==> src/rtl/axi4_wr_responder_pkg.sv <==
`default_nettype none
// ============================================================================
//  Module   : axi4_wr_pkg
//  Purpose  : Shared types and constants for the AXI4 write responder and
//             the burst address generator it shares with the read side.
//  Contents : burst_e, resp_e, state_e, AXI_4KB
//  Revision : 1.0  initial release
// ============================================================================
package axi4_wr_pkg;

    typedef enum logic [1:0] {
        FIXED = 2'd0,
        INCR  = 2'd1,
        WRAP  = 2'd2,
        RSVD  = 2'd3
    } burst_e;

    typedef enum logic [1:0] {
        OKAY   = 2'b00,
        EXOKAY = 2'b01,
        SLVERR = 2'b10,
        DECERR = 2'b11
    } resp_e;

    typedef enum logic [1:0] {
        IDLE = 2'd0,
        DATA = 2'd1,
        RESP = 2'd2
    } state_e;

    localparam int unsigned AXI_4KB = 4096;

endpackage
`default_nettype wire

==> src/rtl/axi4_wr_responder_if.sv <==
`default_nettype none
// ============================================================================
//  Module   : axi4_wr_responder_if
//  Purpose  : AXI4 write-side bundle (AW, W and B channels).
//  Modports : master - drives AW/W payloads and bready
//             slave  - drives awready, wready and the B channel
//  Revision : 1.0  initial release
// ============================================================================
interface axi4_wr_responder_if #(
    parameter int ADDR_W = 32,
    parameter int DATA_W = 32,
    parameter int ID_W   = 1
) ();

    logic [ID_W-1:0]     awid;
    logic [ADDR_W-1:0]   awaddr;
    logic [7:0]          awlen;
    logic [2:0]          awsize;
    logic [1:0]          awburst;
    logic                awlock;
    logic [3:0]          awcache;
    logic [2:0]          awprot;
    logic [3:0]          awregion;
    logic [3:0]          awqos;
    logic                awvalid;
    logic                awready;

    logic [DATA_W-1:0]   wdata;
    logic [DATA_W/8-1:0] wstrb;
    logic                wlast;
    logic                wvalid;
    logic                wready;

    logic [ID_W-1:0]     bid;
    logic [1:0]          bresp;
    logic                bvalid;
    logic                bready;

    modport master (
        output awid, awaddr, awlen, awsize, awburst, awlock, awcache, awprot,
               awregion, awqos, awvalid,
        input  awready,
        output wdata, wstrb, wlast, wvalid,
        input  wready,
        input  bid, bresp, bvalid,
        output bready
    );

    modport slave (
        input  awid, awaddr, awlen, awsize, awburst, awlock, awcache, awprot,
               awregion, awqos, awvalid,
        output awready,
        input  wdata, wstrb, wlast, wvalid,
        output wready,
        output bid, bresp, bvalid,
        input  bready
    );

endinterface
`default_nettype wire

==> src/rtl/axi4_wr_responder_addr_gen.sv <==
`default_nettype none
// ============================================================================
//  Module   : axi4_burst_addr_gen
//  Purpose  : Combinational AXI4 next-beat address for FIXED/INCR/WRAP.
//  Ports    : addr      - current beat byte address
//             size      - log2 bytes per beat
//             len       - beats minus 1
//             burst     - burst type
//             next_addr - address of the following beat
//  Revision : 1.0  initial release
// ============================================================================
module axi4_burst_addr_gen
    import axi4_wr_pkg::*;
#(
    parameter int ADDR_W = 32
) (
    input  wire logic [ADDR_W-1:0] addr,
    input  wire logic [2:0]        size,
    input  wire logic [7:0]        len,
    input  wire logic [1:0]        burst,
    output logic      [ADDR_W-1:0] next_addr
);

    logic [ADDR_W-1:0] w_bytes;
    logic [ADDR_W-1:0] w_aligned;
    logic [ADDR_W-1:0] w_incr;
    logic [ADDR_W-1:0] w_boundary;
    logic [ADDR_W-1:0] w_wrap_base;

    always_comb begin
        w_bytes     = ADDR_W'(1) << size;
        w_aligned   = addr & ~(w_bytes - ADDR_W'(1));
        w_incr      = w_aligned + w_bytes;
        // Wrap window is (len+1)*bytes, always a power of two for legal WRAP
        w_boundary  = (ADDR_W'(len) + ADDR_W'(1)) << size;
        w_wrap_base = addr & ~(w_boundary - ADDR_W'(1));
        next_addr   = addr;
        case (burst_e'(burst))
            INCR:    next_addr = w_incr;
            WRAP:    next_addr = (w_incr == w_wrap_base + w_boundary) ?
                                 w_incr - w_boundary : w_incr;
            default: next_addr = addr;
        endcase
    end

endmodule
`default_nettype wire

==> src/rtl/axi4_wr_responder.sv <==
`default_nettype none
// ============================================================================
//  Module   : axi4_wr_responder
//  Purpose  : AXI4 write subordinate, one burst outstanding, driving a
//             synchronous memory write port.
//  Ports    : clk, rst            - clock, synchronous active-high reset
//             axi (slave modport) - AW, W and B channels
//             mem_we/addr/wdata/wstrb - memory write port, one write per
//                                       accepted beat when the burst is OKAY
//  Revision : 1.0  initial release
// ============================================================================
module axi4_wr_responder
    import axi4_wr_pkg::*;
#(
    parameter int                ADDR_W    = 32,
    parameter int                DATA_W    = 32,
    parameter int                ID_W      = 1,
    parameter logic [ADDR_W-1:0] ADDR_BASE = 32'h0000_0000,
    parameter logic [ADDR_W-1:0] ADDR_SIZE = 32'h0001_0000
) (
    input  wire logic          clk,
    input  wire logic          rst,
    axi4_wr_responder_if.slave axi,
    output logic               mem_we,
    output logic [ADDR_W-1:0]  mem_addr,
    output logic [DATA_W-1:0]  mem_wdata,
    output logic [DATA_W/8-1:0] mem_wstrb
);

    localparam logic [2:0] c_max_size = (DATA_W == 64) ? 3'd3 : 3'd2;
    localparam int         c_4kb_lsb  = $clog2(AXI_4KB);

    state_e            r_state, w_state_nxt;
    logic              r_awready;
    logic [ID_W-1:0]   r_id;
    logic [ADDR_W-1:0] r_addr;
    logic [7:0]        r_len;
    logic [2:0]        r_size;
    logic [1:0]        r_burst;
    logic [7:0]        r_cnt;
    resp_e             r_err;
    logic              r_wlast_err;
    resp_e             r_bresp;

    logic              w_aw_hs, w_w_hs, w_b_hs;
    logic              w_wready, w_bvalid;
    logic              w_last_beat, w_wlast_bad;
    resp_e             w_final_resp;
    logic [ADDR_W-1:0] w_next_addr;

    logic [ADDR_W-1:0] w_bytes, w_offset, w_last_byte;
    burst_e            w_aw_burst;
    logic              w_aw_slverr;
    resp_e             w_aw_err;

    // Error class of the burst being offered on AW
    always_comb begin
        w_aw_burst  = burst_e'(axi.awburst);
        w_bytes     = ADDR_W'(1) << axi.awsize;
        w_offset    = axi.awaddr - ADDR_BASE;   // below-base wraps to a huge offset
        w_last_byte = (axi.awaddr & ~(w_bytes - ADDR_W'(1)))
                    + ((ADDR_W'(axi.awlen) + ADDR_W'(1)) << axi.awsize)
                    - ADDR_W'(1);
        w_aw_slverr = (w_aw_burst == RSVD)
                   || (axi.awsize > c_max_size)
                   || ((w_aw_burst == WRAP) && !(axi.awlen == 8'd1 || axi.awlen == 8'd3 ||
                                                 axi.awlen == 8'd7 || axi.awlen == 8'd15))
                   || ((w_aw_burst == WRAP) && ((axi.awaddr & (w_bytes - ADDR_W'(1))) != '0))
                   || ((w_aw_burst == INCR) &&
                       (axi.awaddr[ADDR_W-1:c_4kb_lsb] != w_last_byte[ADDR_W-1:c_4kb_lsb]));
        if (w_offset >= ADDR_SIZE)
            w_aw_err = DECERR;
        else if (w_aw_slverr)
            w_aw_err = SLVERR;
        else
            w_aw_err = OKAY;
    end

    axi4_burst_addr_gen #(.ADDR_W(ADDR_W)) u_addr_gen (
        .addr      (r_addr),
        .size      (r_size),
        .len       (r_len),
        .burst     (r_burst),
        .next_addr (w_next_addr)
    );

    // Next state and handshake outputs
    always_comb begin
        w_state_nxt  = r_state;
        w_wready     = 1'b0;
        w_bvalid     = 1'b0;
        case (r_state)
            IDLE: if (w_aw_hs) w_state_nxt = DATA;
            DATA: begin
                w_wready = 1'b1;
                if (w_w_hs && w_last_beat) w_state_nxt = RESP;
            end
            RESP: begin
                w_bvalid = 1'b1;
                if (axi.bready) w_state_nxt = IDLE;
            end
            default: w_state_nxt = IDLE;
        endcase
    end

    assign w_aw_hs      = axi.awvalid & r_awready;
    assign w_w_hs       = axi.wvalid & w_wready;
    assign w_b_hs       = w_bvalid & axi.bready;
    assign w_last_beat  = (r_cnt == r_len);
    assign w_wlast_bad  = (axi.wlast != w_last_beat);
    // A wlast mismatch only downgrades an otherwise clean burst
    assign w_final_resp = ((r_err == OKAY) && (r_wlast_err || w_wlast_bad)) ? SLVERR : r_err;

    always_ff @(posedge clk) begin
        if (rst) begin
            r_state     <= IDLE;
            r_awready   <= 1'b0;
            r_id        <= '0;
            r_addr      <= '0;
            r_len       <= '0;
            r_size      <= '0;
            r_burst     <= '0;
            r_cnt       <= '0;
            r_err       <= OKAY;
            r_wlast_err <= 1'b0;
            r_bresp     <= OKAY;
        end else begin
            r_state   <= w_state_nxt;
            // Registered ready: high exactly while the next state is IDLE
            r_awready <= (w_state_nxt == IDLE);
            if (w_aw_hs) begin
                r_id        <= axi.awid;
                r_addr      <= axi.awaddr;
                r_len       <= axi.awlen;
                r_size      <= axi.awsize;
                r_burst     <= axi.awburst;
                r_cnt       <= '0;
                r_err       <= w_aw_err;
                r_wlast_err <= 1'b0;
            end
            if (w_w_hs) begin
                r_addr <= w_next_addr;
                r_cnt  <= r_cnt + 8'd1;
                if (w_wlast_bad) r_wlast_err <= 1'b1;
                if (w_last_beat) r_bresp <= w_final_resp;
            end
            if (w_b_hs) r_bresp <= r_bresp;
        end
    end

    assign axi.awready = r_awready;
    assign axi.wready  = w_wready;
    assign axi.bvalid  = w_bvalid;
    assign axi.bid     = r_id;
    assign axi.bresp   = r_bresp;

    assign mem_we    = w_w_hs & (r_err == OKAY);
    assign mem_addr  = r_addr;
    assign mem_wdata = axi.wdata;
    assign mem_wstrb = axi.wstrb;

endmodule
`default_nettype wire

==> src/flat_wrapper.sv <==
// flat-port wrapper written by rule: the top's interface ports become plain ports
module axi4_wr_responder_flat import axi4_wr_pkg::*;
#(
    parameter int                ADDR_W    = 32,
    parameter int                DATA_W    = 32,
    parameter int                ID_W      = 1,
    parameter logic [ADDR_W-1:0] ADDR_BASE = 32'h0000_0000,
    parameter logic [ADDR_W-1:0] ADDR_SIZE = 32'h0001_0000
)
  (clk, rst, mem_we, mem_addr, mem_wdata, mem_wstrb, axi_awid, axi_awaddr, axi_awlen, axi_awsize, axi_awburst, axi_awlock, axi_awcache, axi_awprot, axi_awregion, axi_awqos, axi_awvalid, axi_awready, axi_wdata, axi_wstrb, axi_wlast, axi_wvalid, axi_wready, axi_bid, axi_bresp, axi_bvalid, axi_bready);
  axi4_wr_responder_if #(.ADDR_W(ADDR_W), .DATA_W(DATA_W), .ID_W(ID_W)) axi_i ();
  input  wire logic clk;
  input  wire logic rst;
  output logic mem_we;
  output logic [ADDR_W-1:0] mem_addr;
  output logic [DATA_W-1:0] mem_wdata;
  output logic [DATA_W/8-1:0] mem_wstrb;
  input wire logic [$bits(axi_i.awid)-1:0] axi_awid;
  input wire logic [$bits(axi_i.awaddr)-1:0] axi_awaddr;
  input wire logic [$bits(axi_i.awlen)-1:0] axi_awlen;
  input wire logic [$bits(axi_i.awsize)-1:0] axi_awsize;
  input wire logic [$bits(axi_i.awburst)-1:0] axi_awburst;
  input wire logic [$bits(axi_i.awlock)-1:0] axi_awlock;
  input wire logic [$bits(axi_i.awcache)-1:0] axi_awcache;
  input wire logic [$bits(axi_i.awprot)-1:0] axi_awprot;
  input wire logic [$bits(axi_i.awregion)-1:0] axi_awregion;
  input wire logic [$bits(axi_i.awqos)-1:0] axi_awqos;
  input wire logic [$bits(axi_i.awvalid)-1:0] axi_awvalid;
  output wire logic [$bits(axi_i.awready)-1:0] axi_awready;
  input wire logic [$bits(axi_i.wdata)-1:0] axi_wdata;
  input wire logic [$bits(axi_i.wstrb)-1:0] axi_wstrb;
  input wire logic [$bits(axi_i.wlast)-1:0] axi_wlast;
  input wire logic [$bits(axi_i.wvalid)-1:0] axi_wvalid;
  output wire logic [$bits(axi_i.wready)-1:0] axi_wready;
  output wire logic [$bits(axi_i.bid)-1:0] axi_bid;
  output wire logic [$bits(axi_i.bresp)-1:0] axi_bresp;
  output wire logic [$bits(axi_i.bvalid)-1:0] axi_bvalid;
  input wire logic [$bits(axi_i.bready)-1:0] axi_bready;
  assign axi_i.awid = axi_awid;
  assign axi_i.awaddr = axi_awaddr;
  assign axi_i.awlen = axi_awlen;
  assign axi_i.awsize = axi_awsize;
  assign axi_i.awburst = axi_awburst;
  assign axi_i.awlock = axi_awlock;
  assign axi_i.awcache = axi_awcache;
  assign axi_i.awprot = axi_awprot;
  assign axi_i.awregion = axi_awregion;
  assign axi_i.awqos = axi_awqos;
  assign axi_i.awvalid = axi_awvalid;
  assign axi_awready = axi_i.awready;
  assign axi_i.wdata = axi_wdata;
  assign axi_i.wstrb = axi_wstrb;
  assign axi_i.wlast = axi_wlast;
  assign axi_i.wvalid = axi_wvalid;
  assign axi_wready = axi_i.wready;
  assign axi_bid = axi_i.bid;
  assign axi_bresp = axi_i.bresp;
  assign axi_bvalid = axi_i.bvalid;
  assign axi_i.bready = axi_bready;
  axi4_wr_responder #(.ADDR_W(ADDR_W), .DATA_W(DATA_W), .ID_W(ID_W), .ADDR_BASE(ADDR_BASE), .ADDR_SIZE(ADDR_SIZE)) u_core (.clk(clk), .rst(rst), .axi(axi_i), .mem_we(mem_we), .mem_addr(mem_addr), .mem_wdata(mem_wdata), .mem_wstrb(mem_wstrb));
endmodule
==> config.mk <==
export PLATFORM = sky130hd
export DESIGN_NAME = axi4_wr_responder_flat
export DESIGN_NICKNAME = d
export VERILOG_FILES = /design/src/rtl/axi4_wr_responder_pkg.sv /design/src/rtl/axi4_wr_responder_if.sv /design/src/rtl/axi4_wr_responder_addr_gen.sv /design/src/rtl/axi4_wr_responder.sv /design/src/flat_wrapper.sv
export SDC_FILE = /design/constraint.sdc
export NUM_CORES = 1
export LEC_CHECK = 0
export CORE_MARGIN = 2
export CORE_UTILIZATION = 60
export CTS_CLUSTER_SIZE = 25
export DETAILED_ROUTE_END_ITERATION = 16
export GPL_TIMING_DRIVEN = 0
export PLACE_DENSITY_LB_ADDON = 0.2
export SYNTH_ARGS = -nofsm -noshare
export SYNTH_HDL_FRONTEND = slang
export SYNTH_SLANG_ARGS = --single-unit
==> constraint.sdc <==
create_clock -name clk -period 14.3 [get_ports clk]
set_input_delay 2.86 -clock clk [delete_from_list [all_inputs] [get_ports clk]]
set_output_delay 2.86 -clock clk [all_outputs]
set_load 0.02 [all_outputs]
==> results summary, run 1 <==
The run finished with clean final reports. The number of global-route vias before repair came out at 13,070. The wire-length estimate of the detail-placed layout is 35,040 um. By count the netlist is led by sky130_fd_sc_hd__nand2_1 (196), sky130_fd_sc_hd__nor2_1 (150), sky130_fd_sc_hd__a21oi_1 (120), sky130_fd_sc_hd__inv_1 (120), sky130_fd_sc_hd__xnor2_1 (92). The first global-routing pass estimated 68,740 um of wire.

Summing every instance area after synthesis gives 0.01185 mm2. The cell taking the most area after synthesis is sky130_fd_sc_hd__dfxtp_1. After clock tree synthesis, the setup repair step added 0 buffers. The count of TritonRoute iterations in the first routing pass came out at 7. Static timing analysis puts the maximum clock frequency at 0.1091 GHz. The clock-pin slew of the registers on the worst-case setup and hold paths is 50 ps. The row count is 51. The detailed-route wire length per cell is 20.77 um. The number of sinks handled by clock tree synthesis came out at 62. The mean number of vias per cell is 6.697. The number of DRC violations after detailed-routing iteration 0 is 1,767.

The power density normalized to cell area is 66.32 mW/mm2. The horizontal extent of the die is 144.5 um. The final count of negative-setup-slack endpoints came out at 0. In this run the deepest clock path goes through 2 buffers. The area growth from synthesis to layout is 15.20%. Counting flops and latches in the post-synthesis netlist gives 62. The number of max-cap violations came out at 0. The floorplan step defined a die boundary enclosing 0.02089 mm2. The final critical-path required period came out at 9167 ps. The count of mapped cells out of synthesis came out at 1,740. By instance count, the leading cell after synthesis is sky130_fd_sc_hd__nand2_1. The fraction of synthesized cell area taken by the top area cell type came out at 0.1047. The total number of vias is 14,320. The finished layout holds 2,138 standard cells, fillers aside. STA classifies the critical path startpoint as a primary input. For this design, the CTS-stage hold fixing added 0 buffers. The number of remaining DRC errors came out at 0. The worst slew margin relative to its limit came out at 0.2146. The number of primary I/O pins came out at 179. The prevailing post-synth register cell is sky130_fd_sc_hd__dfxtp_1. The later pin in the worst-skew pair is clocked with a latency of 330 ps. The number of warning messages in the yosys log came out at 0.

Across every metal layer, demand over resource in global routing totals 0.4170. The overall routed net length is 44,410 um. Setup repair after global routing left no endpoint under its margin. Timing analysis after detailed placement gives a worst setup slack of 4986 ps. The arrival time of data at the critical path endpoint came out at 9350 ps.

The critical path startpoint is axi_awlen[1]. The number of enable flip-flop cells after synthesis is 0. The number of filler instances in the final layout came out at 1,678. The die is 144.5 um tall. The starting density of the core came out at 0.6109. The final max-slew violation count was 0. In this run the worst path has a maximum fanout of 8. The final hold violation count is 0. The total number of H-tree levels came out at 3.

The share of cells above drive strength 1 is 0.07475. TritonCTS built the clock tree. The CTS buffer count came out at 9. The total core area came out at 0.01940 mm2. The total power consumption of the routed design came out at 0.0009055 W.

Across the VDD grid, the largest voltage drop is 0.06615 mV. STA classifies the critical path endpoint as a register. The slew at the pin closest to its max-slew limit came out at 1148 ps.

The worst path setup slack after routing came out at 5133 ps. The final layout contains 2,057 nets. The clock tree root buffer cell is sky130_fd_sc_hd__clkbuf_16. By startpoint and endpoint, the worst setup path is classified as in2reg.

The setup TNS after final layout is 0 ps. The antenna diode instance count is 0. Global routing finished with a remaining overflow of 0. Entering global routing, the biggest net connects 13 pins.

The initial antenna violation count is 0. The number of cells upsized or downsized after cts is 0. The sequential element share of the synthesized area is 0.1047. In this run the critical register-to-register path is launched from u_core.r_size[2].

In the synthesized netlist the async set-or-reset flop fraction comes to 0. In this run the static leakage power is 5.195 nW. The post-route antenna net violation count came out at 0. By area the synthesized netlist is led by sky130_fd_sc_hd__dfxtp_1 (10%), sky130_fd_sc_hd__ha_1 (8.8%), sky130_fd_sc_hd__xnor2_1 (6.8%). Port buffering added 117 buffers. The count of different cell masters after synthesis came out at 102. The clock skew after layout is 7.976 ps. The min-delay analysis places its worst path in the category reg2reg.

Dividing the synthesized area by the synthesized cell count gives 6.811 um2. Synthesis produced a netlist with a net count of 1,929. The congestion estimate from routability-driven global placement came to 1.023. STA puts the critical path data required time at 14,480 ps. The final clock period utilization by the worst path came out at 0.6410. The cell count after placement came out at 2,122. The worst hold path begins at u_core.r_burst[0].
final cells by class:
class                   count  area [um2]  area share
clock inverters             7       73.82    0.005407
multi-input cells        1416        9440      0.6914
inverters                 122       457.9     0.03354
flip-flops and latches     62        1241     0.09091
well taps                 265       331.6     0.02429
clock buffers               9       225.2     0.01650
plain buffers             140       711.9     0.05214
repair buffers            117        1171     0.08578
flip-flops by register name, indices dropped and copies added (netlist names):
signal	count
u_core.mem_addr	32
u_core.axi.awready	1
u_core.axi.bresp	2
u_core.r_len	8
u_core.r_state	2
u_core.r_wlast_err	1
u_core.r_burst	2
u_core.r_err	2
u_core.r_cnt	8
u_core.axi.bid	1
u_core.r_size	3
path summary, 6_finish.rpt:
kind                          to  slack [ps]  cells after the start
max              u_core.r_err[1]        5130                     26
max reg2reg  u_core.mem_addr[18]        5260                     23
min            u_core.r_burst[0]         460                      2
min reg2reg    u_core.r_burst[0]         460                      2
power breakdown:
part           switching, W  internal [W]  total, W  leakage [nW]
logic              0.000296      0.000189  0.000484          4.56
registers         0.0000159      0.000182  0.000198         0.505
clock network     0.0000877      0.000135  0.000223         0.134
total              0.000399      0.000506  0.000905          5.20
logic make-up after synthesis:
group | synth area share
buffers and inverters | 0.09871
muxes | 0.03674
and+or+nand+nor | 0.3001
adders and majority gates | 0.09101
DFF | 0.1047
xor gates and xnor gates | 0.1002
AOI/OAI and AO/OA | 0.2685
worst max-delay path: stages:
cell	delay (ps)
sky130_fd_sc_hd__clkdlybuf4s50_1	620
sky130_fd_sc_hd__ha_1	350
sky130_fd_sc_hd__xor2_1	200
sky130_fd_sc_hd__o21ai_0	90
sky130_fd_sc_hd__o22ai_1	250
sky130_fd_sc_hd__nand2b_1	90
sky130_fd_sc_hd__ha_1	290
sky130_fd_sc_hd__inv_1	40
sky130_fd_sc_hd__ha_1	270
sky130_fd_sc_hd__nor3b_1	130
sky130_fd_sc_hd__a31o_2	270
sky130_fd_sc_hd__a21o_1	180
sky130_fd_sc_hd__a21o_1	180
sky130_fd_sc_hd__a21oi_1	150
sky130_fd_sc_hd__o21ai_0	150
sky130_fd_sc_hd__a41oi_1	360
sky130_fd_sc_hd__o21ai_0	220
sky130_fd_sc_hd__a311oi_1	530
sky130_fd_sc_hd__o21ai_0	300
sky130_fd_sc_hd__a2111oi_0	540
sky130_fd_sc_hd__a211oi_1	140
sky130_fd_sc_hd__a31oi_1	220
sky130_fd_sc_hd__o21ai_0	150
sky130_fd_sc_hd__xnor2_1	150
sky130_fd_sc_hd__nor4_1	520
sky130_fd_sc_hd__nor4_1	90
layout by cell type, fill, tap and decap left out, types with 13 or more instances in the layout:
cell | synthesis | final
sky130_fd_sc_hd__a211oi_1 | 19 | 19
sky130_fd_sc_hd__a21o_1 | 20 | 20
sky130_fd_sc_hd__a21oi_1 | 120 | 120
sky130_fd_sc_hd__a31oi_1 | 30 | 30
sky130_fd_sc_hd__and2_1 | 18 | 18
sky130_fd_sc_hd__and3_1 | 22 | 22
sky130_fd_sc_hd__buf_2 | 17 | 17
sky130_fd_sc_hd__buf_4 | 42 | 42
sky130_fd_sc_hd__clkbuf_1 | 71 | 71
sky130_fd_sc_hd__clkdlybuf4s50_1 | 0 | 117
sky130_fd_sc_hd__dfxtp_1 | 62 | 62
sky130_fd_sc_hd__ha_1 | 83 | 83
sky130_fd_sc_hd__inv_1 | 120 | 120
sky130_fd_sc_hd__mux2i_1 | 30 | 30
sky130_fd_sc_hd__nand2_1 | 196 | 196
sky130_fd_sc_hd__nand2b_1 | 30 | 30
sky130_fd_sc_hd__nand3_1 | 53 | 53
sky130_fd_sc_hd__nand4_1 | 37 | 37
sky130_fd_sc_hd__nor2_1 | 150 | 150
sky130_fd_sc_hd__nor2b_1 | 20 | 20
sky130_fd_sc_hd__nor3_1 | 53 | 53
sky130_fd_sc_hd__nor4_1 | 21 | 21
sky130_fd_sc_hd__o21ai_0 | 83 | 83
sky130_fd_sc_hd__o22ai_1 | 13 | 13
sky130_fd_sc_hd__or3_1 | 13 | 13
sky130_fd_sc_hd__xnor2_1 | 92 | 92
sky130_fd_sc_hd__xor2_1 | 39 | 39
metal layers:
layer,GRT usage,up-vias,part of all wire
met5,0,-,0
met4,0.1645,0,0.040
met3,0.08444,172,0.12
met2,0.6595,989,0.44
met1,0.5565,6613,0.40
li1,-,6544,-
stage by stage:
stage | hold WS (ps) | instance area [um2] | util
detailed placement | 450.7 | 13350 | 0.6884
floorplan | 436.3 | 11850 | -
finish | 462.4 | 13650 | 0.7038
CTS | 460.3 | 13650 | 0.7038
global route | 494.9 | 13650 | 0.7038
global placement | 442.8 | 13350 | 0.6884
Note: power is estimated with default switching activity, not from simulation.
==> run 2, diff against run 1 <==
- CORE_UTILIZATION: 60 -> 52
- clock period: 14.3 -> 8.1 ns (I/O delays scaled with it)
==> run 2 against run 1 <==
Effect of this change: via count fell by 3.5%; critical endpoint is now u_core.mem_addr[26]; sequential power up 76%; clock skew grew 1.2 ps; final cell count increased by 0.94%; total power increased by 72%; setup slack got worse by 4800 ps.
==> results summary, run 2 (synthesized netlist as in run 1, its figures left out) <==
At the pin with the least slew margin, the transition time is 1004 ps. For hold timing, the worst endpoint is u_core.axi.bid. The initial antenna violation count came out at 0.

The library cells used most frequently in the layout, excluding fill and tap cells, are sky130_fd_sc_hd__nand2_1 (196), sky130_fd_sc_hd__nor2_1 (150), sky130_fd_sc_hd__inv_1 (120), sky130_fd_sc_hd__a21oi_1 (120), sky130_fd_sc_hd__clkdlybuf4s50_1 (117). Leaving out fill and tap cells, the most frequent cell in the layout is sky130_fd_sc_hd__nand2_1. The final hold violation count is 0. Compared with the post-synthesis result, the final layout area differs by 15.35%. The tightest min-delay check is of the reg2reg type.

The net switching share of the total power is 0.4478. Dividing the final minimum period by the clock period gives 0.9569. In the final timing run, aggregate negative setup slack is 0 ps. The final critical-path required period is 7751 ps.

The number of global-route vias before repair is 12,630. The clock share of power came out at 0.235. The CTS buffer count came out at 9. Using the TritonRoute via totals, the vias-per-cell ratio works out to 6.400. After clock tree synthesis, the clock-pin slew on the worst setup and hold paths is 60 ps. The critical path is of the reg2reg type.

The setup slack after placement is 72.30 ps. The post-DP HPWL came out at 35,620 um. The total number of H-tree levels came out at 3.

The maximum resistive drop on vdd is 0.1101 mV. The post-route antenna net violation count came out at 0. The register area came out at 0.001241 mm2. The source of the worst register-to-register timing path is u_core.r_size[1]. The final layout contains routed wiring with a total length of 43,980 um. CTS saw 62 sinks. The region available for standard cell placement spans 0.02250 mm2. Setup slack on the critical path of the routed design comes to 349.5 ps. The horizontal extent of the die came out at 155.0 um.

Setup repair after global routing left no endpoint under its margin. The clock reaches the later pin of the worst-skew pair after 340 ps. The power density normalized to cell area is 114.2 mW/mm2.

The pin count of the biggest net entering global routing came out at 13. The initial utilization of the core area, before any placement, comes to 0.5267. The die height is 155.0 um.

The final max-slew violation count is 0. The design draws 0.001561 W. The maximum buffer depth of the clock tree is 2. The initialized floorplan defines 55 standard-cell rows. The arrival time of data at the critical path endpoint is 8000 ps. The all-layer global routing usage is 0.3556. STA classifies the critical path endpoint as a register. The share of power burned in combinational logic came out at 0.542. For the worst setup path, the data required time is 8350 ps.

The number of primary I/O pins came out at 179. The number of buffers inserted to repair setup after CTS came out at 0. The worst slew margin relative to its limit came out at 0.3249. STA classifies the critical path startpoint as a register. The congestion estimate from routability-driven global placement came to 0.9523. The number of max-cap violations came out at 0. The number of buffers inserted by hold repair at cts came out at 0. The number of filler instances in the final layout came out at 2,183. The share of cells above drive strength 1 is 0.07742. For this run, the top clock speed supported by timing is 0.1290 GHz. The die covers 0.02401 mm2. The cell-internal power came out at 0.0008621 W. The detailed-route wire length per cell is 20.38 um. The number of remaining DRC errors is 0. For the final database, setup skew stands at 9.173 ps. The flip-flop count of the largest register, all copies and words added is 32. The repair_antennas step left the layout with diodes totalling 0. The worst hold path passes through 2 cells.

During placement, the flow inserted port buffers numbering 117. The number of DRC violations after detailed-routing iteration 0 is 1,640. In this run the clock root is driven by a sky130_fd_sc_hd__clkbuf_16. The cell leakage power is 5.212 nW. The flow ran to the end, and the final reports show no timing, DRC or antenna violations. The total number of vias is 13,810.

The part of the total power dissipated in sequential elements is 0.224. The combined area of the multi-input logic cells is 0.009453 mm2. The aggregate global routing overflow is 0. Of all nets on the critical path, the largest fanout is 10. The final net count came out at 2,057. The path depth of the worst reg2reg path came out at 27. The endpoint of the lowest-slack register-to-register path is u_core.mem_addr[26]. The final count of negative-setup-slack endpoints is 0. The first-pass GRT wire length is 68,230 um. TritonCTS built the clock tree. The register-to-register path setup slack is 350 ps.

The worst hold path begins at u_core.axi.bid. The count of TritonRoute iterations in the first routing pass is 8. The net load switching power came out at 0.0006992 W.
-- run 2: changes by cell type in the layout (fill, tap and decap cells not counted), sizes merged --
| cell | before | now |
|---|---|---|
| clkinv | 1 | 6 |
| clkinvlp | 4 | 0 |
| bufinv | 1 | 0 |
-- run 2: worst max-delay path, stage by stage, from the launching register on --
cell and delay [ps]:
sky130_fd_sc_hd__dfxtp_1 300, sky130_fd_sc_hd__buf_2 190, sky130_fd_sc_hd__buf_2 270, sky130_fd_sc_hd__buf_2 290
sky130_fd_sc_hd__buf_2 300, sky130_fd_sc_hd__buf_2 300, sky130_fd_sc_hd__or3_1 310, sky130_fd_sc_hd__ha_1 350
sky130_fd_sc_hd__and4_1 300, sky130_fd_sc_hd__o211ai_1 240, sky130_fd_sc_hd__nor3_2 510, sky130_fd_sc_hd__nand3_1 160
sky130_fd_sc_hd__xnor2_1 170, sky130_fd_sc_hd__nor2_1 60, sky130_fd_sc_hd__ha_1 380, sky130_fd_sc_hd__inv_1 110
sky130_fd_sc_hd__a211oi_2 380, sky130_fd_sc_hd__nand4_2 330, sky130_fd_sc_hd__a21oi_4 290, sky130_fd_sc_hd__o2111a_1 260
sky130_fd_sc_hd__xor2_1 80, sky130_fd_sc_hd__a2111oi_0 420, sky130_fd_sc_hd__and4_1 300, sky130_fd_sc_hd__nand4_2 220
sky130_fd_sc_hd__buf_6 230, sky130_fd_sc_hd__nor4b_1 410, sky130_fd_sc_hd__xor2_1 180, sky130_fd_sc_hd__a221oi_1 290
-- run 2: repair_timing --
action,4_1_cts,5_1_grt
endpoints found under the hold margin,0,0
setup endpoints to repair,0,32
gates resized for setup,0,8
-- run 2: worst max-delay path by stage --
stage	startpoint	endpoint	slack (ps)	cells after the start
detailed placement	u_core.r_size[2]	u_core.mem_addr[26]	70	26
floorplan	axi_awsize[0]	u_core.r_err[1]	1670	25
global placement	u_core.r_size[2]	u_core.mem_addr[26]	110	26
finish	u_core.r_size[1]	u_core.mem_addr[26]	350	27
global route	axi_awlen[1]	u_core.r_err[1]	40	26
CTS	u_core.r_size[2]	u_core.mem_addr[26]	10	26
-- run 2: per-stage QoR --
step | area (um2) | utilization | cells | hold slack, ps
2_1_floorplan | 11850 | - | 1740 | 436.3
3_3_place_gp | 13380 | 0.5946 | 2142 | 445.3
3_5_place_dp | 13380 | 0.5946 | 2142 | 454.0
4_1_cts | 13650 | 0.6068 | 2158 | 464.4
5_1_grt | 13670 | 0.6075 | 2158 | 506.1
6_report | 13670 | 0.6075 | 2158 | 464.6
-- run 2: layout make-up --
type,instances,area share
Multi-Input combinational cell,1416,0.6915
Sequential cell,62,0.09079
Timing Repair Buffer,117,0.08567
Buffer,140,0.05235
Inverter,122,0.03350
Tap cell,285,0.02608
Clock buffer,9,0.01647
Clock inverter,7,0.003661
-- run 2: power groups by stage --
stage | combinational, W | sequential, W | clock, W
2_1_floorplan | 0.000579 | 0.000356 | 0
3_3_place_gp | 0.000810 | 0.000353 | 0
3_5_place_dp | 0.000820 | 0.000353 | 0
4_1_cts | 0.000825 | 0.000347 | 0.000363
5_1_grt | 0.000927 | 0.000350 | 0.000378
6_report | 0.000846 | 0.000349 | 0.000367
-- run 2: metal layers --
metal | wire (um) | vias up | global-route usage
li1 | - | 6545 | -
met1 | 18890 | 6372 | 0.4986
met2 | 19120 | 797 | 0.5517
met3 | 4615 | 97 | 0.06100
met4 | 1343 | 0 | 0.1190
met5 | 0 | - | 0
